## src/rtl/fwd_pkg.sv

```systemverilog
`default_nettype none
// ---------------------------------------------------------------------------
// fwd_pkg : shared constants and types for the forwarding / hazard block  rev 1.0
// ---------------------------------------------------------------------------
package fwd_pkg;

  localparam int REG_AW      = 5;
  localparam int FWD_SEL_REG = 0;
  localparam int FWD_SEL_MEM = 1;
  localparam int FWD_SEL_WB  = 2;

  typedef logic [REG_AW-1:0] reg_addr_t;

endpackage
`default_nettype wire

```

## src/rtl/fwd_sel_enc.sv

```systemverilog
`default_nettype none
// ---------------------------------------------------------------------------
// fwd_sel_enc : per-operand priority encoder over the forwarding stages  rev 1.0
// ---------------------------------------------------------------------------
module fwd_sel_enc
  import fwd_pkg::*;
#(
  parameter int NUM_FWD_STAGES = 2,
  parameter int ADDR_W         = 5,
  parameter int SEL_W          = $clog2(NUM_FWD_STAGES + 1)
) (
  input  logic [ADDR_W-1:0]                rs,
  input  logic [NUM_FWD_STAGES*ADDR_W-1:0] stg_rd,
  input  logic [NUM_FWD_STAGES-1:0]        stg_we,
  output logic [SEL_W-1:0]                 sel
);

  // Scan oldest to youngest so the youngest matching stage overwrites last.
  always_comb begin
    sel = SEL_W'(FWD_SEL_REG);
    for (int k = NUM_FWD_STAGES - 1; k >= 0; k--) begin
      if (stg_we[k] &&
          (stg_rd[k*ADDR_W +: ADDR_W] != '0) &&
          (stg_rd[k*ADDR_W +: ADDR_W] == rs)) begin
        sel = SEL_W'(k + 1);
      end
    end
  end

endmodule
`default_nettype wire

```

## src/rtl/fwd_hazard_scoreboard.sv

```systemverilog
`default_nettype none
// ---------------------------------------------------------------------------
// fwd_hazard_scoreboard : EX/ID bypass selects plus latency scoreboard stall  rev 1.0
// ---------------------------------------------------------------------------
module fwd_hazard_scoreboard
  import fwd_pkg::*;
#(
  parameter int NUM_SRC        = 2,
  parameter int NUM_FWD_STAGES = 2,
  parameter int REG_AW         = fwd_pkg::REG_AW,
  parameter int MAX_LAT        = 15,
  parameter int CNT_W          = $clog2(MAX_LAT + 1),
  parameter int SEL_W          = $clog2(NUM_FWD_STAGES + 1)
) (
  input  logic                             clk,
  input  logic                             rst_n,
  input  logic                             id_valid,
  input  logic [NUM_SRC*REG_AW-1:0]        id_rs,
  input  logic [NUM_SRC-1:0]               id_rs_used,
  input  logic [REG_AW-1:0]                id_rd,
  input  logic                             id_we,
  input  logic [CNT_W-1:0]                 id_lat,
  input  logic                             flush,
  input  logic [NUM_SRC*REG_AW-1:0]        ex_rs,
  input  logic [NUM_FWD_STAGES*REG_AW-1:0] stg_rd,
  input  logic [NUM_FWD_STAGES-1:0]        stg_we,
  output logic [NUM_SRC*SEL_W-1:0]         fwd_ex_sel,
  output logic [NUM_SRC-1:0]               fwd_id_sel,
  output logic                             stall,
  output logic                             any_pending,
  output logic [31:0]                      stall_cnt
);

  localparam int NUM_REGS = 1 << REG_AW;
  localparam int WB_IDX   = NUM_FWD_STAGES - 1;

  logic [CNT_W-1:0] pend [NUM_REGS];
  logic [31:0]      stall_cnt_q;
  logic [CNT_W-1:0] lat_clamped;
  logic             stall_hit;
  logic             issue;
  logic             wr_en;

  genvar s;
  generate
    for (s = 0; s < NUM_SRC; s++) begin : g_src
      fwd_sel_enc #(
        .NUM_FWD_STAGES (NUM_FWD_STAGES),
        .ADDR_W         (REG_AW),
        .SEL_W          (SEL_W)
      ) u_enc (
        .rs     (ex_rs[s*REG_AW +: REG_AW]),
        .stg_rd (stg_rd),
        .stg_we (stg_we),
        .sel    (fwd_ex_sel[s*SEL_W +: SEL_W])
      );

      // x0 is never bypassed: a WB "write" to x0 carries no real value.
      assign fwd_id_sel[s] = stg_we[WB_IDX] &
                             (stg_rd[WB_IDX*REG_AW +: REG_AW] != '0) &
                             (stg_rd[WB_IDX*REG_AW +: REG_AW] == id_rs[s*REG_AW +: REG_AW]);
    end
  endgenerate

  always_comb begin
    lat_clamped = id_lat;
    if (id_lat > CNT_W'(MAX_LAT)) lat_clamped = CNT_W'(MAX_LAT);
  end

  // A count of 1 means the value is forwardable from MEM next cycle, so only >1 stalls.
  always_comb begin
    stall_hit = 1'b0;
    for (int i = 0; i < NUM_SRC; i++) begin
      if (id_rs_used[i] &&
          (id_rs[i*REG_AW +: REG_AW] != '0) &&
          (pend[id_rs[i*REG_AW +: REG_AW]] > CNT_W'(1))) begin
        stall_hit = 1'b1;
      end
    end
  end

  assign stall = id_valid & ~flush & stall_hit;
  assign issue = id_valid & ~stall & ~flush;
  assign wr_en = issue & id_we & (id_rd != '0);

  always_ff @(posedge clk or negedge rst_n) begin
    if (!rst_n) begin
      for (int r = 0; r < NUM_REGS; r++) pend[r] <= '0;
    end else begin
      for (int r = 0; r < NUM_REGS; r++) begin
        if (r == 0) begin
          pend[r] <= '0;
        end else if (wr_en && (id_rd == REG_AW'(r))) begin
          pend[r] <= lat_clamped;
        end else if (pend[r] != '0) begin
          pend[r] <= pend[r] - 1'b1;
        end
      end
    end
  end

  always_comb begin
    any_pending = 1'b0;
    for (int r = 0; r < NUM_REGS; r++) begin
      if (pend[r] != '0) any_pending = 1'b1;
    end
  end

  always_ff @(posedge clk or negedge rst_n) begin
    if (!rst_n) begin
      stall_cnt_q <= '0;
    end else if (stall && (stall_cnt_q != 32'hFFFF_FFFF)) begin
      stall_cnt_q <= stall_cnt_q + 32'd1;
    end
  end

  assign stall_cnt = stall_cnt_q;

endmodule
`default_nettype wire

```

## config.mk

```make
export PLATFORM = sky130hd
export DESIGN_NAME = fwd_hazard_scoreboard
export DESIGN_NICKNAME = d
export VERILOG_FILES = /design/src/rtl/fwd_pkg.sv /design/src/rtl/fwd_sel_enc.sv /design/src/rtl/fwd_hazard_scoreboard.sv
export SDC_FILE = /design/constraint.sdc
export NUM_CORES = 1
export LEC_CHECK = 0
export ABC_CLOCK_PERIOD_IN_PS = 9900
export BUFFER_PORTS_ARGS = -buffer_cell sky130_fd_sc_hd__buf_2
export CAP_MARGIN = 40
export CORE_MARGIN = 1
export CORE_UTILIZATION = 50
export DETAILED_ROUTE_END_ITERATION = 10
export PLACE_DENSITY = 0.72
export SLEW_MARGIN = 20
export SYNTH_ARGS = -nofsm -noshare
export SYNTH_HDL_FRONTEND = slang
export SYNTH_SLANG_ARGS = --single-unit
```

## constraint.sdc

```tcl
create_clock -name clk -period 9.9 [get_ports clk]
set_input_delay 2.475 -clock clk [delete_from_list [all_inputs] [get_ports clk]]
set_output_delay 2.475 -clock clk [all_outputs]
set_load 0.01 [all_outputs]
```

==> summary.log, run 1 <==
[floorplan] initial core utilization 51.4%
[global_routing] met1 track demand over resource 31.2%
[clock_network] clock buffer depth 2
[clock_network] clock-pin slew on the worst setup and hold paths 0.06 ns
[clock_network] post-CTS setup buffer count 0
[finish] Final Core Density 57.2%
[clock_network] number of sinks handled by clock tree synthesis 156
[floorplan] total number of placement rows 53
[place] last weighted congestion value of the routability-driven placer 0.959
[critical_path] kind of launch point of the worst setup path input port
[yosys] average cell area after synthesis 10.3 sq um
[global_routing] pin count of the biggest net entering global routing 58
[sta] Slew Limit Headroom 41.0%
[finish] layout cells sized above 1 24.5%
[route] vias after detailed routing 8224
[clock_network] H-tree depth 4
[global_routing] first-pass GRT wire length 43.0 mm
[finish] count of filler cells inserted in the layout 1815
[floorplan] area enclosed by the die boundary 22400 sq um
[route] sum of routed wire length over all layers 26.6 mm
[critical_path] maximum fanout along the worst path 32
[clock_network] Clk Tree Root Cell sky130_fd_sc_hd__clkbuf_16
[sta] fin crit share 76.7%
[finish] count of nets after finishing 1239
[floorplan] top-level I/O count 88
[yosys] Yosys warning count 0
[global_routing] Congestion Overflow GR 0
[critical_path] Setup crit end kind output pin
[sta] final-layout worst hold slack 0.484 ns
[yosys] sequential-to-total area share from yosys stat 35.8%
[critical_path] critical path start-end classification input port to output pin
[yosys] post-synthesis register bit count 156
[critical_path] beginning of the worst register-to-register path pend[55]
[critical_path] setup slack of the worst register-to-register path 6.36 ns
[clock_network] clock insertion delay at the later pin of the skew report 0.43 ns
[route] total DRC errors in the routed layout 0
[floorplan] Die X-Extent 150 um
[sta] Setup violations, final 0
[clock_network] number of buffers added by the clock tree synthesis step 17
[yosys] count of mapped cells out of synthesis 1055
[place] Detailed Place HPWL 19.2 mm
[global_routing] Global Route met3 Usage 5.43%
[sta] final hold viol count 0
[sta] Clock Skews 0.0127 ns
[global_routing] initial antenna violation count 0
[power] Peak VDD IR 0.118 mV
[place] number of I/O port buffers 87
[finish] area added between synthesis and finish 11.3%
[clock_network] CTS tree yes
[yosys] dominant register cell in the synthesized netlist sky130_fd_sc_hd__dfrtp_1
[finish] final cell area excluding filler cells 12100 sq um
[route] vias per cell 5.82
[place] placed cells 1382
[critical_path] Critical R2R Capture pend[97]
[floorplan] Core Area 21200 sq um
[clock_network] number of hold buffers added after CTS 0
[route] DRC marker count from the first detailed-route iteration 506
[critical_path] required time at the worst-slack endpoint 7.43 ns
[min_path] WHS Path Cells 1
[yosys] post-synthesis cell type count 66
[global_routing] via count of the first global-routing pass 8139
[sta] final sum of negative setup slack 0 ns
[yosys] Synth Cell Area 10900 sq um
[min_path] Hold Crit Class register to register
[critical_path] depth of the worst register-to-register path 8
[sta] RSZ-0062 raised after global routing false
[place] cell area reported after detailed placement 11500 sq um
[route] detail-routed net length per standard cell 18.8 um
[min_path] worst hold path endpoint stall_cnt[30]
[global_routing] global router's overall resource usage 24.9%
[floorplan] vertical die dimension 150 um
[yosys] Post-synth ARST share 100%
[outcome] run status finished, final reports clean
[sta] Tightest Pin Transition 0.883 ns
[power] areal power density over the cells 294 nW/um^2
[finish] diode insertion count for antenna repair 0
[sta] fmax 0.132 GHz
[global_routing] GR Layer Usage met2 42.2%
[yosys] number of enable flip-flop cells after synthesis 0
[yosys] Syn Nets 1166
[clock_network] CTS-repair resized insts 0
[finish] filler-free cell count of the finished design 1414
[sta] Min Clock Period, post-route 7.59 ns
[min_path] worst hold start stall_cnt[30]
[power] cell leakage power 5.44 nW
[sta] Slew Viols, Final 0
[global_routing] GR peak layer met2
[route] number of nets still failing antenna checks after routing 0
[route] iteration count of the initial detailed-routing pass 5
[job] count of maximum capacitance violations 0
[critical_path] arrival time at the worst endpoint 5.11 ns
[cell type report]
type                       instances  area (sq um)  share of cell area (%)
tap                              275           344                    2.83
sequential                       156          3900                    32.1
clock buffer                      20           447                    3.68
multi-input combinational        781          6490                    53.4
inverter                          75           282                    2.32
clock inverter                    10           140                    1.15
timing repair buffer              97           544                    4.48
[placed cells by master, fill, tap and decap left out, drive strengths merged, types with 34 or more instances in the layout]
master  instances
dfrtp         156
mux2          124
buf            96
xnor2          87
inv            77
nor2           69
ha             63
nor3           59
nand3          42
xor2           34
[layer usage]
metal | routed length (um) | vias to the layer above
met5 | 0 | -
li1 | - | 3902
met4 | 532 | 0
met3 | 1660 | 39
met2 | 13100 | 260
met1 | 11400 | 4023
[critical path, cell delays in order]
cell and delay [ns]:
sky130_fd_sc_hd__buf_2 0.24, sky130_fd_sc_hd__inv_1 0.14, sky130_fd_sc_hd__o41ai_1 0.48, sky130_fd_sc_hd__o21ai_0 0.16
sky130_fd_sc_hd__a22o_1 0.20, sky130_fd_sc_hd__o311ai_1 0.44, sky130_fd_sc_hd__and2_4 0.70, sky130_fd_sc_hd__nor2_1 0.07
sky130_fd_sc_hd__buf_2 0.17
[worst max-delay path by stage]
stage	start	end	slack (ns)	cells past startpoint
3_5_place_dp	id_rs[2]	stall	2.38	9
5_1_grt	id_rs[2]	stall	1.97	9
6_report	id_rs[2]	stall	2.31	9
2_1_floorplan	id_rs[5]	stall	3.15	9
3_3_place_gp	id_rs[2]	stall	2.45	9
4_1_cts	id_rs[2]	stall	2.37	9
[where the power goes]
| group | switching (mW) | total, mW | internal, mW |
|---|---|---|---|
| sequential | 0.315 | 1.25 | 0.931 |
| clock | 0.266 | 0.667 | 0.401 |
| combinational | 0.761 | 1.65 | 0.891 |
[flip-flops by register name (all words and copies together), names as in the netlist]
register and cells:
pend 124, stall_cnt 32
[stage by stage]
stage | setup WS, ns | power (mW)
final | 2.31 | 3.57
after global routing | 1.97 | 3.85
after CTS | 2.37 | 3.58
after detailed placement | 2.38 | 2.89
after global placement | 2.45 | 2.80
after floorplan | 3.15 | 2.52
[Yosys cell counts, drive strengths merged, types with 2 or more instances]
master,n,area share (%)
inv,75,2.6
nor4b,4,0.32
a2111oi,4,0.32
nand3,42,4.1
o2111ai,2,0.16
xnor2,87,7.0
a211oi,10,0.69
mux4,4,0.83
clkbuf,20,0.69
ha,63,7.2
o21ai,14,0.64
nor4,33,2.0
o211ai,2,0.18
nor3,59,2.8
and4b,3,0.31
mux2i,24,2.2
buf,23,1.6
nor2,69,2.4
xor2,34,2.7
o31ai,2,0.14
or3,29,1.7
nor3b,20,1.4
mux2,124,13
nand4,18,1.2
o41ai,3,0.24
or4,4,0.28
a311oi,2,0.16
and4,8,0.80
nand2b,6,0.34
dfrtp,156,36
nor2b,5,0.29
and2,8,0.48
and3,11,0.63
a21oi,16,0.73
a21o,31,2.1
nand4b,2,0.30
nand2,25,0.86
[logic make-up after synthesis]
group	after synthesis	synth area share, %
fa+ha+maj	63	7.22
compound gates	97	6.31
simple gates	348	20.2
mux	152	16.0
buf+inv	118	4.83
flops	156	35.8
xor+xnor	121	9.71
(Power assumes the default switching activity.)
==> run 2: changes to the inputs <==
Settings changed: ABC_AREA set to 1, ABC_CLOCK_PERIOD_IN_PS 9900 to 7100.
Clock period 9.9 ns to 7.1 ns, I/O delays scaled along.
==> summary.log, run 2 <==
[outcome] run status finished, final reports clean [unchanged]
[finish] count of nets after finishing 1897 [was 1239]
[global_routing] global router's overall resource usage 27.7% [was 24.9%]
[yosys] number of enable flip-flop cells after synthesis 0 [unchanged]
[place] number of I/O port buffers 87 [unchanged]
[yosys] top-count cell post-synth sky130_fd_sc_hd__nand2_1 [was sky130_fd_sc_hd__dfrtp_1]
[critical_path] critical path start-end classification input port to output pin [unchanged]
[critical_path] CP most frequent cell sky130_fd_sc_hd__nand3_1 [was sky130_fd_sc_hd__buf_2]
[min_path] Hold Crit Class register to register [unchanged]
[place] Detailed Place HPWL 23.8 mm [was 19.2 mm]
[yosys] Post-synth ARST share 100% [unchanged]
[clock_network] CTS-repair resized insts 0 [unchanged]
[sta] Setup violations, final 0 [unchanged]
[power] Seq pwr share 31.8% [was 34.9%]
[sta] Slew Limit Headroom 42.9% [was 41.0%]
[finish] layout cells sized above 1 8.28% [was 24.5%]
[power] share of power burned in combinational logic 49.2% [was 46.3%]
[power] proportion of power drawn by the clock network 19.0% [was 18.7%]
[yosys] sequential-to-total area share from yosys stat 33.1% [was 35.8%]
[route] detail-routed net length per standard cell 15.5 um [was 18.8 um]
[clock_network] number of hold buffers added after CTS 0 [unchanged]
[route] iteration count of the initial detailed-routing pass 7 [was 5]
[route] total DRC errors in the routed layout 0 [unchanged]
[global_routing] Congestion Overflow GR 0 [unchanged]
[floorplan] top-level I/O count 88 [unchanged]
[finish] Final Core Density 57.3% [was 57.2%]
[critical_path] highest cell delay on the worst timing path 0.63 ns [was 0.70 ns]
[route] number of nets still failing antenna checks after routing 0 [unchanged]
[power] switching share of total power 44.7% [was 37.6%]
[finish] register bank with the most flops pend [unchanged]
[power] internal portion of total power 2.77 mW [was 2.22 mW]
[floorplan] initial core utilization 51.5% [was 51.4%]
[yosys] count of mapped cells out of synthesis 1717 [was 1055]
[critical_path] required time at the worst-slack endpoint 5.33 ns [was 7.43 ns]
[yosys] post-synthesis register bit count 156 [unchanged]
[floorplan] vertical die dimension 156 um [was 150 um]
[sta] final-layout worst hold slack 0.507 ns [was 0.484 ns]
[sta] Slew Viols, Final 0 [unchanged]
[yosys] ranking of synthesized cells by area sky130_fd_sc_hd__dfrtp_1 33%, sky130_fd_sc_hd__nand2_1 13%, sky130_fd_sc_hd__nor2_1 11%, sky130_fd_sc_hd__ha_1 6.7%, sky130_fd_sc_hd__inv_1 6.7% [was sky130_fd_sc_hd__dfrtp_1 36%, sky130_fd_sc_hd__mux2_2 11%, sky130_fd_sc_hd__ha_1 7.2%, sky130_fd_sc_hd__xnor2_1 7.0%, sky130_fd_sc_hd__nand3_4 3.0%]
[yosys] post-synthesis cell type count 38 [was 66]
[route] sum of routed wire length over all layers 32.8 mm [was 26.6 mm]
[critical_path] depth of the worst register-to-register path 13 [was 8]
[route] vias after detailed routing 11200 [was 8224]
[finish] diode insertion count for antenna repair 0 [unchanged]
[place] placed cells 2078 [was 1382]
[floorplan] total number of placement rows 55 [was 53]
[sta] final sum of negative setup slack 0 ns [unchanged]
[sta] Clock Skews 0.0141 ns [was 0.0127 ns]
[clock_network] Clk Tree Root Cell sky130_fd_sc_hd__clkbuf_16 [unchanged]
[yosys] largest area contributor in the netlist sky130_fd_sc_hd__dfrtp_1 [unchanged]
[power] cell leakage power 6.81 nW [was 5.44 nW]
[place] last weighted congestion value of the routability-driven placer 0.924 [was 0.959]
[finish] filler-free cell count of the finished design 2112 [was 1414]
[route] vias per cell 5.29 [was 5.82]
[critical_path] maximum fanout along the worst path 27 [was 32]
[yosys] Yosys warning count 0 [unchanged]
[yosys] average cell area after synthesis 6.87 sq um [was 10.3 sq um]
[sta] fin crit share 80.6%
[sta] RSZ-0062 raised after global routing false [unchanged]
[yosys] Synth Cell Area 11800 sq um [was 10900 sq um]
[power] areal power density over the cells 381 nW/um^2 [was 294 nW/um^2]
[finish] flip-flop count of the largest register after layout 124 [unchanged]
[job] count of maximum capacitance violations 0 [unchanged]
[finish] top library cells by usage in the layout, fill and taps aside 405 x sky130_fd_sc_hd__nand2_1, 335 x sky130_fd_sc_hd__nor2_1, 210 x sky130_fd_sc_hd__inv_1 [was 156 x sky130_fd_sc_hd__dfrtp_1, 110 x sky130_fd_sc_hd__mux2_2, 87 x sky130_fd_sc_hd__xnor2_1, 87 x sky130_fd_sc_hd__buf_2, 75 x sky130_fd_sc_hd__inv_1]
[sta] fmax 0.175 GHz
[finish] area added between synthesis and finish 11.3% [about the same]
[sta] final hold viol count 0 [unchanged]
[clock_network] number of sinks handled by clock tree synthesis 156 [unchanged]
[clock_network] clock insertion delay at the later pin of the skew report 0.44 ns [was 0.43 ns]
[power] Peak VDD IR 0.219 mV [was 0.118 mV]
[sta] Min Clock Period, post-route 5.72 ns
[min_path] WHS Path Cells 2 [was 1]
[floorplan] area enclosed by the die boundary 24200 sq um [was 22400 sq um]
[critical_path] critical path's slowest cell sky130_fd_sc_hd__nor2_1 [was sky130_fd_sc_hd__and2_4]
[critical_path] kind of launch point of the worst setup path input port [unchanged]
[yosys] commonest cells in the synthesized netlist 405 x sky130_fd_sc_hd__nand2_1, 335 x sky130_fd_sc_hd__nor2_1, 210 x sky130_fd_sc_hd__inv_1 [was 156 x sky130_fd_sc_hd__dfrtp_1, 110 x sky130_fd_sc_hd__mux2_2, 87 x sky130_fd_sc_hd__xnor2_1]
[clock_network] CTS tree yes [unchanged]
[critical_path] Setup crit end kind output pin [unchanged]
[sta] Tightest Pin Transition 0.857 ns [was 0.883 ns]
[global_routing] via count of the first global-routing pass 10200 [was 8139]
[route] DRC marker count from the first detailed-route iteration 990 [was 506]
[finish] most frequent standard cell in the layout excluding fill and tap cells sky130_fd_sc_hd__nand2_1 [was sky130_fd_sc_hd__dfrtp_1]
[clock_network] clock buffer depth 2 [unchanged]
[clock_network] number of buffers added by the clock tree synthesis step 17 [unchanged]
[yosys] Syn Nets 1828 [was 1166]
[critical_path] cells along the critical path buf_2 > nor2_1 > nand2_1 > nand3_1 > nor2_1 > nand2_1 > nand3_1 > nand3_1 > nand3_4 > a21boi_4 > buf_2 [was buf_2 > inv_1 > o41ai_1 > o21ai_0 > a22o_1 > o311ai_1 > and2_4 > nor2_1 > buf_2]
[yosys] dominant register cell in the synthesized netlist sky130_fd_sc_hd__dfrtp_1 [unchanged]
[clock_network] H-tree depth 4 [unchanged]
[critical_path] arrival time at the worst endpoint 3.94 ns [was 5.11 ns]
[global_routing] pin count of the biggest net entering global routing 86 [was 58]
[finish] count of filler cells inserted in the layout 2178 [was 1815]
[clock_network] clock-pin slew on the worst setup and hold paths 0.07 ns [was 0.06 ns]
[global_routing] first-pass GRT wire length 52.7 mm [was 43.0 mm]
[power] power spent charging and discharging nets 2.23 mW [was 1.34 mW]
[global_routing] initial antenna violation count 0 [unchanged]
[floorplan] Core Area 22900 sq um [was 21200 sq um]
[yosys] post-synth top area share 33.1% [was 35.8%]
[floorplan] Die X-Extent 156 um [was 150 um]
[clock_network] post-CTS setup buffer count 0 [unchanged]
==> run 2: logic make-up after synthesis <==
kind of cell             after synthesis  share of synthesized area, %
AO/OA/AOI/OAI                        123                          6.01
adder cells (fa/ha/maj)               63                          6.68
buffers and inverters                260                          8.79
XOR/XNOR                             136                          10.1
flip-flops                           156                          33.1
AND/OR/NAND/NOR                      975                          35.0
multiplexers                           4                         0.339
==> run 2: power by group through the flow <==
| stage | sequential (mW) | clock (mW) | combinational (mW) |
|---|---|---|---|
| floorplan | 1.52 | 0 | 1.93 |
| global placement | 1.59 | 0 | 2.35 |
| detailed placement | 1.59 | 0 | 2.43 |
| CTS | 1.58 | 0.964 | 2.45 |
| global route | 1.64 | 0.996 | 2.85 |
| finish | 1.59 | 0.951 | 2.46 |
==> run 2: final timing paths <==
path,startpoint,end,slack (ns)
max,id_rs[0],stall,1.38
max reg2reg,pend[57],pend[113],4.06
max in group asynchronous,rst_n,pend[81],5.13
min reg2reg,stall_cnt[31],stall_cnt[31],0.51
min,stall_cnt[31],stall_cnt[31],0.51
min in group asynchronous,rst_n,pend[73],1.14
==> run 2: area by class of cell <==
cell class                      count  area, sq um  share of cell area, %
Multi-Input combinational cell   1301         6860                   52.2
Clock buffer                       17          425                   3.24
Tap cell                          313          392                   2.98
Clock inverter                     15          169                   1.29
Timing Repair Buffer               95          579                   4.41
Inverter                          215          807                   6.14
Sequential cell                   156         3900                   29.7
==> run 2: per-stage QoR <==
stage | setup WS (ns) | cell area, sq um | total power, mW
after floorplan | 2.15 | 11800 | 3.45
after global placement | 1.48 | 12400 | 3.94
after detailed placement | 1.43 | 12500 | 4.03
after CTS | 1.42 | 13100 | 5.00
after global routing | 1.18 | 13100 | 5.48
final | 1.38 | 13100 | 5.00
==> run 2: metal layers <==
layer | global-route usage, % | vias to the layer above | part of all wire (%) | wire (um)
met5 | 0 | - | 0 | 0
met4 | 6.77 | 0 | 2.0 | 652
met3 | 4.50 | 47 | 6.8 | 2240
met2 | 46.4 | 402 | 46 | 15200
met1 | 37.4 | 5160 | 45 | 14700
li1 | - | 5563 | - | -
==> run 2: critical path: cells and delay by family <==
family | cells | cell delay [ns]
compound gates | 1 | 0.30
simple gates | 8 | 1.46
buf+inv | 2 | 0.37
==> run 3: changes to the inputs <==
Settings changed: ABC_CLOCK_PERIOD_IN_PS 7100 to 4600, PLACE_DENSITY 0.72 to 0.75.
Clock period 7.1 ns to 4.6 ns, I/O delays scaled along.
==> summary.log, run 3 (synthesis gave the netlist of run 2 again) <==
[finish] layout cells sized above 1 8.33% [was 8.28%]
[finish] top library cells by usage in the layout, fill and taps aside 405 x sky130_fd_sc_hd__nand2_1, 335 x sky130_fd_sc_hd__nor2_1, 210 x sky130_fd_sc_hd__inv_1 [unchanged]
[clock_network] clock insertion delay at the later pin of the skew report 0.44 ns [about the same]
[power] power spent charging and discharging nets 3.48 mW [was 2.23 mW]
[power] Peak VDD IR 0.267 mV [was 0.219 mV]
[floorplan] initial core utilization 51.5% [unchanged]
[place] placed cells 2079 [was 2078]
[sta] Setup violations, final 0 [unchanged]
[floorplan] total number of placement rows 55 [unchanged]
[global_routing] initial antenna violation count 0 [unchanged]
[floorplan] Die X-Extent 156 um [unchanged]
[route] total DRC errors in the routed layout 0 [unchanged]
[global_routing] via count of the first global-routing pass 10600 [was 10200]
[power] proportion of power drawn by the clock network 19.5% [was 19.0%]
[power] internal portion of total power 4.40 mW [was 2.77 mW]
[clock_network] clock buffer depth 2 [unchanged]
[power] areal power density over the cells 599 nW/um^2 [was 381 nW/um^2]
[sta] Slew Viols, Final 0 [unchanged]
[critical_path] critical path start-end classification input port to output pin [unchanged]
[route] vias per cell 5.33 [was 5.29]
[critical_path] launch point of the worst path id_rs[6] [was id_rs[0]]
[clock_network] number of hold buffers added after CTS 0 [unchanged]
[power] switching share of total power 44.1% [was 44.7%]
[critical_path] required time at the worst-slack endpoint 3.45 ns [was 5.33 ns]
[clock_network] H-tree depth 4 [unchanged]
[route] detail-routed net length per standard cell 15.8 um [was 15.5 um]
[clock_network] CTS tree yes [unchanged]
[critical_path] cells along the critical path buf_2 > inv_2 > nor2_2 > nand2_1 > nand3_1 > nor2_1 > nand2_1 > nand2_1 > nand2_1 > nand2_1 > nand2_1 > nand3_4 > a21boi_4 > buf_2 [was buf_2 > nor2_1 > nand2_1 > nand3_1 > nor2_1 > nand2_1 > nand3_1 > nand3_1 > nand3_4 > a21boi_4 > buf_2]
[place] cell area reported after detailed placement 12500 sq um [about the same]
[finish] register bank with the most flops pend [unchanged]
[clock_network] number of buffers added by the clock tree synthesis step 17 [unchanged]
[critical_path] CP most frequent cell sky130_fd_sc_hd__nand2_1 [was sky130_fd_sc_hd__nand3_1]
[critical_path] critical path's slowest cell sky130_fd_sc_hd__buf_2 [was sky130_fd_sc_hd__nor2_1]
[floorplan] area enclosed by the die boundary 24200 sq um [unchanged]
[sta] Tightest Pin Transition 0.915 ns [was 0.857 ns]
[place] last weighted congestion value of the routability-driven placer 0.952 [was 0.924]
[floorplan] Core Area 22900 sq um [unchanged]
[finish] count of nets after finishing 1898 [was 1897]
[clock_network] number of sinks handled by clock tree synthesis 156 [unchanged]
[clock_network] clock-pin slew on the worst setup and hold paths 0.07 ns [about the same]
[critical_path] end of the critical path stall [unchanged]
[power] Seq pwr share 31.3% [was 31.8%]
[sta] Clock Skews 0.0109 ns [was 0.0141 ns]
[finish] flip-flop count of the largest register after layout 124 [unchanged]
[finish] multi-input logic area 6860 sq um [unchanged]
[route] WL met1 14.4 mm [was 14.7 mm]
[min_path] Hold Crit Class register to register [unchanged]
[clock_network] post-CTS setup buffer count 0 [unchanged]
[critical_path] Critical R2R Capture pend[73] [was pend[113]]
[finish] count of filler cells inserted in the layout 2157 [was 2178]
[sta] Min Clock Period, post-route 4.01 ns
[global_routing] Congestion Overflow GR 0 [unchanged]
[global_routing] first-pass GRT wire length 53.5 mm [was 52.7 mm]
[clock_network] CTS-repair resized insts 0 [unchanged]
[critical_path] beginning of the worst register-to-register path pend[57] [unchanged]
[finish] filler-free cell count of the finished design 2113 [was 2112]
[route] routed wire length on met3 2.34 mm [was 2.24 mm]
[sta] final hold viol count 0 [unchanged]
[sta] final sum of negative setup slack 0 ns [unchanged]
[route] DRC marker count from the first detailed-route iteration 1144 [was 990]
[finish] most frequent standard cell in the layout excluding fill and tap cells sky130_fd_sc_hd__nand2_1 [unchanged]
[floorplan] top-level I/O count 88 [unchanged]
[power] overall power consumption 7.88 mW [was 5.00 mW]
[job] count of maximum capacitance violations 0 [unchanged]
[sta] RSZ-0062 raised after global routing false [unchanged]
[global_routing] global router's overall resource usage 28.3% [was 27.7%]
[critical_path] highest cell delay on the worst timing path 0.32 ns [was 0.63 ns]
[finish] Final Core Density 57.5% [was 57.3%]
[power] cell leakage power 6.82 nW [was 6.81 nW]
[sta] Slew Limit Headroom 39.0% [was 42.9%]
[critical_path] kind of launch point of the worst setup path input port [unchanged]
[route] vias after detailed routing 11300 [was 11200]
[route] highest routed metal layer met4 [unchanged]
[critical_path] arrival time at the worst endpoint 2.86 ns [was 3.94 ns]
[critical_path] setup slack of the worst register-to-register path 1.48 ns [was 4.06 ns]
[finish] diode insertion count for antenna repair 0 [unchanged]
[global_routing] pin count of the biggest net entering global routing 66 [was 86]
[route] sum of routed wire length over all layers 33.4 mm [was 32.8 mm]
[finish] final cell area excluding filler cells 13200 sq um [was 13100 sq um]
[critical_path] Setup crit end kind output pin [unchanged]
[place] number of I/O port buffers 87 [unchanged]
[power] share of power burned in combinational logic 49.3% [was 49.2%]
[sta] fin crit share 87.1%
[floorplan] vertical die dimension 156 um [unchanged]
[place] Detailed Place HPWL 24.4 mm [was 23.8 mm]
[route] routed wire length on met2 15.6 mm [was 15.2 mm]
[clock_network] Clk Tree Root Cell sky130_fd_sc_hd__clkbuf_16 [unchanged]
[critical_path] maximum fanout along the worst path 10 [was 27]
[finish] sequential cell area 3900 sq um [unchanged]
[outcome] run status finished, final reports clean [unchanged]
[route] iteration count of the initial detailed-routing pass 7 [unchanged]
[finish] area added between synthesis and finish 11.6% [was 11.3%]
[sta] fmax 0.250 GHz
[critical_path] depth of the worst register-to-register path 15 [was 13]
[route] number of nets still failing antenna checks after routing 0 [unchanged]
run 3: cell types whose count changed in the layout (fill, tap and decap cells not counted), moves of 2 or more:
cell | before | now
sky130_fd_sc_hd__inv_6 | 6 | 3
sky130_fd_sc_hd__bufinv_16 | 1 | 3
sky130_fd_sc_hd__clkinvlp_4 | 2 | 4
sky130_fd_sc_hd__buf_4 | 3 | 5
sky130_fd_sc_hd__clkinv_8 | 2 | 0
sky130_fd_sc_hd__clkbuf_8 | 0 | 2
run 3: power by group through the flow:
stage	clock network, mW	registers [mW]	logic, mW
final	1.53	2.46	3.89
after global routing	1.60	2.53	4.46
after CTS	1.55	2.45	3.87
after detailed placement	0	2.47	3.81
after global placement	0	2.45	3.67
after floorplan	0	2.35	2.97
run 3: worst min-delay path by stage:
stage                  start            end  cells after the start
3_5_place_dp   stall_cnt[31]  stall_cnt[31]                      2
4_1_cts        stall_cnt[31]  stall_cnt[31]                      2
5_1_grt        stall_cnt[31]  stall_cnt[31]                      2
2_1_floorplan  stall_cnt[31]  stall_cnt[31]                      2
3_3_place_gp   stall_cnt[31]  stall_cnt[31]                      2
6_report       stall_cnt[31]  stall_cnt[31]                      2
run 3: final cells by class:
cell class                      count  share of cell area [%]
Multi-Input combinational cell   1301                    52.1
Timing Repair Buffer               96                    4.36
Clock inverter                     13                    1.35
Clock buffer                       19                    3.44
Tap cell                          313                    2.97
Sequential cell                   156                    29.6
Inverter                          215                    6.13
run 3: through the flow:
stage | hold WS [ns] | worst slack (ns)
4_1_cts | 0.536 | 0.640
3_5_place_dp | 0.518 | 0.605
5_1_grt | 0.548 | 0.475
3_3_place_gp | 0.509 | 0.672
6_report | 0.531 | 0.592
2_1_floorplan | 0.534 | 0.896
run 3: per-layer routing:
layer / vias to the layer above / global-route usage, %
met5: - / 0
met2: 425 / 46.8
met1: 5220 / 37.3
met3: 62 / 4.19
li1: 5565 / -
met4: 0 / 11.1
run 3: critical path: cells and delay by family:
kind,cells,cell delay (ns)
simple gates,10,0.85
buf+inv,3,0.64
compound gates,1,0.21
